==> src/rtl/neighbor_table_writer.sv <==
// Inserts/updates a neighbor (ID, value, hop) entry in shared memory, then rescans for the best entry.
// Latency: new entry at count n takes 2 + 2n + 4 + 6(n+1) + 1 cycles from start; an update skips ID/count writes.
// Backpressure: none; start is accepted only in IDLE and ignored while busy.
module neighbor_table_writer #(
    parameter logic [10:0] TABLE_BASE    = 11'h000,
    parameter int          MAX_NEIGHBORS = 8,
    parameter int          ENTRY_STRIDE  = 6
) (
    input  logic        clock,
    input  logic        nrst,
    input  logic        start,
    input  logic [15:0] adv_id,
    input  logic [15:0] adv_value,
    input  logic [15:0] adv_hop,
    output logic [10:0] address,
    output logic        wr_en,
    output logic [15:0] mem_data_in,
    input  logic [15:0] mem_data_out,
    output logic        busy,
    output logic        done,
    output logic        dropped,
    output logic [15:0] neighbor_count,
    output logic [15:0] bestvalue,
    output logic [15:0] besthop,
    output logic [15:0] bestneighborID
);

    localparam int IW = $clog2(MAX_NEIGHBORS + 1);

    typedef struct packed {
        logic [15:0] id;
        logic [15:0] value;
        logic [15:0] hop;
    } entry_t;

    typedef enum logic [3:0] {
        S_INIT, S_IDLE, S_SCAN_START, S_SCAN_RD, S_WR_ID, S_WR_VAL,
        S_WR_HOP, S_WR_CNT, S_BEST_START, S_BEST_RD, S_DONE
    } state_t;

    state_t        state, n_state;
    logic          init_ph, n_init_ph;
    logic [10:0]   n_address;
    logic          n_wr_en, n_done, n_dropped;
    logic [15:0]   n_mem_data_in, n_count;
    logic [15:0]   n_bestvalue, n_besthop, n_bestneighborID;
    entry_t        adv, n_adv, run, n_run, cand, best_upd;
    logic [IW-1:0] idx, n_idx, slot, n_slot;
    logic [1:0]    fld, n_fld;
    logic          ph, n_ph, last;
    logic [15:0]   cur_val, n_cur_val, cur_hop, n_cur_hop;

    function automatic logic [10:0] ent(input logic [IW-1:0] i, input logic [10:0] off);
        return TABLE_BASE + 11'd2 + 11'(ENTRY_STRIDE) * 11'(i) + off;
    endfunction

    assign busy = (state != S_IDLE);

    always_ff @(posedge clock or negedge nrst) begin
        if (!nrst) begin
            state          <= S_INIT;
            init_ph        <= 1'b0;
            address        <= '0;
            wr_en          <= 1'b0;
            mem_data_in    <= '0;
            done           <= 1'b0;
            dropped        <= 1'b0;
            neighbor_count <= '0;
            bestvalue      <= 16'hFFFF;
            besthop        <= '0;
            bestneighborID <= 16'hFFFF;
            adv            <= '0;
            run            <= '0;
            idx            <= '0;
            slot           <= '0;
            fld            <= '0;
            ph             <= 1'b0;
            cur_val        <= '0;
            cur_hop        <= '0;
        end else begin
            state          <= n_state;
            init_ph        <= n_init_ph;
            address        <= n_address;
            wr_en          <= n_wr_en;
            mem_data_in    <= n_mem_data_in;
            done           <= n_done;
            dropped        <= n_dropped;
            neighbor_count <= n_count;
            bestvalue      <= n_bestvalue;
            besthop        <= n_besthop;
            bestneighborID <= n_bestneighborID;
            adv            <= n_adv;
            run            <= n_run;
            idx            <= n_idx;
            slot           <= n_slot;
            fld            <= n_fld;
            ph             <= n_ph;
            cur_val        <= n_cur_val;
            cur_hop        <= n_cur_hop;
        end
    end

    // Memory port outputs are registered: each state loads the address/data the next state presents.
    always_comb begin
        n_state          = state;
        n_init_ph        = init_ph;
        n_address        = address;
        n_wr_en          = 1'b0;
        n_mem_data_in    = mem_data_in;
        n_done           = 1'b0;
        n_dropped        = dropped;
        n_count          = neighbor_count;
        n_bestvalue      = bestvalue;
        n_besthop        = besthop;
        n_bestneighborID = bestneighborID;
        n_adv            = adv;
        n_run            = run;
        n_idx            = idx;
        n_slot           = slot;
        n_fld            = fld;
        n_ph             = ph;
        n_cur_val        = cur_val;
        n_cur_hop        = cur_hop;
        last             = (16'(idx) == neighbor_count - 16'd1);
        cand             = '{id: mem_data_out, value: cur_val, hop: cur_hop};
        best_upd         = (cur_val < run.value) ? cand : run;

        case (state)
            S_INIT: begin
                // First cycle arms the count-clear write, second cycle presents it.
                if (!init_ph) begin
                    n_init_ph     = 1'b1;
                    n_address     = TABLE_BASE;
                    n_mem_data_in = '0;
                    n_wr_en       = 1'b1;
                end else begin
                    n_state = S_IDLE;
                end
            end
            S_IDLE: begin
                if (start) begin
                    n_adv     = '{id: adv_id, value: adv_value, hop: adv_hop};
                    n_dropped = 1'b0;
                    n_state   = S_SCAN_START;
                end
            end
            S_SCAN_START: begin
                if (neighbor_count == 16'd0) begin
                    n_slot        = '0;
                    n_address     = ent('0, 11'd0);
                    n_mem_data_in = adv.id;
                    n_wr_en       = 1'b1;
                    n_state       = S_WR_ID;
                end else begin
                    n_idx     = '0;
                    n_ph      = 1'b0;
                    n_address = ent('0, 11'd0);
                    n_state   = S_SCAN_RD;
                end
            end
            S_SCAN_RD: begin
                if (!ph) begin
                    n_ph = 1'b1;
                end else if (mem_data_out == adv.id) begin
                    n_slot        = idx;
                    n_address     = ent(idx, 11'd2);
                    n_mem_data_in = adv.value;
                    n_wr_en       = 1'b1;
                    n_state       = S_WR_VAL;
                end else if (last) begin
                    if (neighbor_count < 16'(MAX_NEIGHBORS)) begin
                        n_slot        = neighbor_count[IW-1:0];
                        n_address     = ent(neighbor_count[IW-1:0], 11'd0);
                        n_mem_data_in = adv.id;
                        n_wr_en       = 1'b1;
                        n_state       = S_WR_ID;
                    end else begin
                        n_dropped = 1'b1;
                        n_state   = S_BEST_START;
                    end
                end else begin
                    n_idx     = idx + IW'(1);
                    n_ph      = 1'b0;
                    n_address = ent(idx + IW'(1), 11'd0);
                end
            end
            S_WR_ID: begin
                n_address     = ent(slot, 11'd2);
                n_mem_data_in = adv.value;
                n_wr_en       = 1'b1;
                n_state       = S_WR_VAL;
            end
            S_WR_VAL: begin
                n_address     = ent(slot, 11'd4);
                n_mem_data_in = adv.hop;
                n_wr_en       = 1'b1;
                n_state       = S_WR_HOP;
            end
            S_WR_HOP: begin
                // Slot equal to count means this was an append, so the count word must follow.
                if (16'(slot) == neighbor_count) begin
                    n_address     = TABLE_BASE;
                    n_mem_data_in = neighbor_count + 16'd1;
                    n_wr_en       = 1'b1;
                    n_state       = S_WR_CNT;
                end else begin
                    n_state = S_BEST_START;
                end
            end
            S_WR_CNT: begin
                n_count = neighbor_count + 16'd1;
                n_state = S_BEST_START;
            end
            S_BEST_START: begin
                n_run = '{id: 16'hFFFF, value: 16'hFFFF, hop: 16'h0000};
                if (neighbor_count == 16'd0) begin
                    n_bestvalue      = 16'hFFFF;
                    n_besthop        = 16'h0000;
                    n_bestneighborID = 16'hFFFF;
                    n_done           = 1'b1;
                    n_state          = S_DONE;
                end else begin
                    n_idx     = '0;
                    n_fld     = 2'd0;
                    n_ph      = 1'b0;
                    n_address = ent('0, 11'd2);
                    n_state   = S_BEST_RD;
                end
            end
            S_BEST_RD: begin
                if (!ph) begin
                    n_ph = 1'b1;
                end else begin
                    n_ph = 1'b0;
                    case (fld)
                        2'd0: begin
                            n_cur_val = mem_data_out;
                            n_fld     = 2'd1;
                            n_address = ent(idx, 11'd4);
                        end
                        2'd1: begin
                            n_cur_hop = mem_data_out;
                            n_fld     = 2'd2;
                            n_address = ent(idx, 11'd0);
                        end
                        default: begin
                            n_run = best_upd;
                            if (last) begin
                                n_bestvalue      = best_upd.value;
                                n_besthop        = best_upd.hop;
                                n_bestneighborID = best_upd.id;
                                n_done           = 1'b1;
                                n_state          = S_DONE;
                            end else begin
                                n_idx     = idx + IW'(1);
                                n_fld     = 2'd0;
                                n_address = ent(idx + IW'(1), 11'd2);
                            end
                        end
                    endcase
                end
            end
            S_DONE: begin
                n_state = S_IDLE;
            end
            default: begin
                n_state = S_INIT;
            end
        endcase
    end

endmodule

==> config.mk <==
export PLATFORM = sky130hd
export DESIGN_NAME = neighbor_table_writer
export DESIGN_NICKNAME = d
export VERILOG_FILES = /design/src/rtl/neighbor_table_writer.sv
export SDC_FILE = /design/constraint.sdc
export NUM_CORES = 1
export LEC_CHECK = 0
export ABC_AREA = 1
export CAP_MARGIN = 20
export CORE_UTILIZATION = 51
export CTS_CLUSTER_SIZE = 28
export DETAILED_ROUTE_END_ITERATION = 16
export PLACE_DENSITY = 0.74
export RECOVER_POWER = 100
export SKIP_CTS_REPAIR_TIMING = 1
export SLEW_MARGIN = 10
export SYNTH_ARGS = -nofsm -noshare
export SYNTH_HDL_FRONTEND = slang
export SYNTH_SLANG_ARGS = --single-unit
==> constraint.sdc <==
create_clock -name clock -period 4.1 [get_ports clock]
set_clock_uncertainty 0.15 [all_clocks]
set_input_delay 0.82 -clock clock [delete_from_list [all_inputs] [get_ports clock]]
set_output_delay 0.82 -clock clock [all_outputs]
set_load 0.005 [all_outputs]
==> impl_results.md <==
* Final setup viols at 0
* CP Capture Type: flop
* Critical path data arrival time at between 3000 and 4000 ps
* Post-layout nets at slightly above 2000
* Measured slew at the worst slew-check pin at approximately 2600 ps
* Core Region at 0.0261 mm2
* Peak VDD IR at roughly 0.42 mV
* Startpoint types: flop
* IO Count at approximately 160
* Met3 Wirelength at about 2500 um
* Synth Cell Area at about 0.014 mm2
* Final Hold Viols at 0
* CP Max Fanout at 18
* First-pass detailed-route iteration total at 7
* Unrepaired setup endpoints after global routing: no
* Clk network pwr share at just over 20%
* Top post-synthesis cells by area: dfrtp_1 38%, nand2_1 19%, o21ai_0 6.3%, dfstp_2 6.2%, inv_1 4.8%
* Non-filler cells, final at about 2300
* Fin. max-slew vios at 102
* WL/cell at 16.9 um
* EDFF count, synth at 0
* Crit path kind: reg -> reg
* Total Routing Usage GR at between 20% and 30%
* Overall power at between 10 and 15 mW
* HPWL after DPL at 28500 um
* Cell leakage power at about 8 nW
* Internal power at ~6.3 mW
* Vias in the first global route at ~12000
* CTS tree: built
* Clock sink count at 235
* IO buf count at 158
* Worst-Skew Late Latency at between 500 and 600 ps
* Synth Area per Inst at between 7 and 8 um2
* Core Util, Final at 61.8%
* Sw Pwr at approximately 4.7 mW
* Seq pwr share at between 30% and 40%
* Initial Util at about 52%
* Setup TNS at 0 ps
* Pwr per Cell Area at between 600 and 700 mW/mm2
* # fillers at between 2000 and 2500
* CTS max path bufs at 3
* Final WL at between 30000 and 40000 um
* Num CTS Buffers at 26
* RePlAce Congestion at 0.932
* Register bit count reported by yosys at about 240
* Max-slew headroom at -75.6%
* Worst-path clk slew at ~60 ps
* Placed Area at 0.0154 mm2
* Syn Inst Count at around 1800
* Largest net degree at the start of global routing at 103
* Die area at approximately 0.027 mm2
* Crit share post-route at ~86%
* # H-tree levels at 1
* Die height at 165 um
* Post-route ant nets at 0
* Switching share of power at around 43%
* Sequential fraction of the synthesis area at 43.8%
* Initial antenna violation count at 0
* CP Data Required Time at 4370 ps
* Highest metal used: met4
* Top cell type by total area after synthesis: dfrtp_1
* Starting DRT DRC Count at approximately 920
* Via density at ~5.4
* First-pass GRT wire length at between 60000 and 70000 um
* Metal-1 WL at roughly 18000 um
* Main flop type after synthesis: dfrtp_1
* Hold Slack at about 320 ps
* Power share of the combinational group at between 40% and 50%
* Outcome: finished with violations
* Inserted Diodes at 0
* Drt drc at 0
* Placement Setup Slack at between 300 and 400 ps
* Std cell rows at just under 60
* YS warnings at 0
* Synthesis-to-layout area growth at 19.1%
* Post-synthesis async set-or-reset flop share at between 90% and 100%
* Synth top area share at ~38%
* MaxCap Viol Count at 1
* Root Driver: clkbuf_16
* Layout cells sized above 1 at 7.05%
* Fin worst setup slack at approximately 570 ps
* Fin crit period at 3530 ps
* Synth unique cells at 54
* Worst Hold Class: reg -> reg
* WL met2 at 17200 um
* Failing checks: capacitance limit, slew limit
* Global route overflow at 0
* Die X-Extent at 165 um
* Fmax at about 0.28 GHz
* Via count at 12430
* Design area at about 0.016 mm2
* Placed Instances at 2245
sequential cells by signal, summed over array words and instances (netlist names):
signal          flops
address             8
adv                48
besthop            16
bestneighborID     16
bestvalue          16
cur_hop            16
cur_val            16
done                1
dropped             1
fld                 2
idx                 4
init_ph             1
mem_data_in        16
neighbor_count     16
ph                  1
run                48
slot                4
state               4
wr_en               1
final cells by class:
type / instances / area (um2) / area share (%)
clock buffers: 39 / 749 / 4.65
clock inverters: 9 / 86.3 / 0.536
inverters: 182 / 691 / 4.29
multi-input cells: 1315 / 6530 / 40.5
flip-flops and latches: 235 / 5920 / 36.8
well taps: 335 / 419 / 2.60
repair buffers: 178 / 1710 / 10.6
cells in the mapped netlist (all sizes together) (2+ instances only):
| library cell | n |
|---|---|
| buf | 29 |
| nand3 | 111 |
| xnor2 | 17 |
| o31ai | 2 |
| clkbuf | 45 |
| nor3 | 9 |
| nand4 | 23 |
| nand3b | 4 |
| fa | 3 |
| dfrtp | 203 |
| ha | 43 |
| dfstp | 32 |
| a21oi | 44 |
| or2 | 5 |
| o2111ai | 9 |
| xor2 | 28 |
| o21ai | 183 |
| o21a | 2 |
| o211ai | 24 |
| inv | 182 |
| a22oi | 3 |
| nand2 | 694 |
| nor2 | 92 |
| o22ai | 7 |
| a31oi | 3 |
routing by layer:
metal	track usage, %	vias to the layer above
li1	-	6034
met1	41.4	5828
met2	44.4	479
met3	3.67	89
met4	13.0	0
met5	0	-
cells in the final DEF (no fill, tap or decap), types with 12 or more instances in the layout:
cell type / instances
o21ai_0: 172
nand3_1: 110
nor2_1: 79
dfrtp_1: 203
xor2_1: 27
clkbuf_1: 12
o211ai_1: 23
dlygate4sd3_1: 90
inv_1: 176
a21oi_1: 42
nand4_1: 23
nand2_1: 677
xnor2_1: 17
ha_1: 43
clkdlybuf4s50_1: 67
clkbuf_16: 26
dfstp_2: 32
power groups by stage:
| stage | logic, mW | registers (mW) | clock network (mW) |
|---|---|---|---|
| 6_report | 4.92 | 3.89 | 2.27 |
| 5_1_grt | 5.55 | 3.98 | 2.40 |
| 4_1_cts | 5.02 | 3.89 | 2.32 |
| 3_5_place_dp | 4.99 | 3.92 | 0 |
| 3_3_place_gp | 4.88 | 3.91 | 0 |
| 2_1_floorplan | 3.44 | 3.69 | 0 |
worst paths after layout:
check	startpoint	to	slack, ps	cells past startpoint
worst min register to register	adv[25]	adv[25]	320	2
worst max-delay path	neighbor_count[1]	mem_data_in[15]	570	17
min in group asynchronous	nrst	address[8]	910	1
worst min-delay path	adv[25]	adv[25]	320	2
max in group asynchronous	nrst	address[2]	1070	2
worst max register to register	neighbor_count[1]	mem_data_in[15]	570	17
worst max-delay path, cell delays in order, from the launching register on:
cell	delay [ps]
dfrtp_1	480
inv_1	190
ha_1	500
o21ai_0	140
nor2_1	200
nand2_1	80
nor2_1	80
nand2_1	50
nor2_1	250
nand3_4	210
nand2_1	250
inv_4	90
nor2_1	190
nor2_4	60
inv_6	150
nor2_4	170
nand2_1	110
nand2_1	50
cell families after synthesis:
group / count (synthesis) / share of synthesized area (%)
adders and majority gates: 46 / 4.42
and+or+nand+nor: 941 / 29.5
AOI/OAI and AO/OA: 280 / 11.5
other: 1 / 0.0277
DFF: 235 / 43.8
xor gates and xnor gates: 45 / 2.97
buffers and inverters: 256 / 7.73
Note: power is estimated with default switching activity, not from simulation.
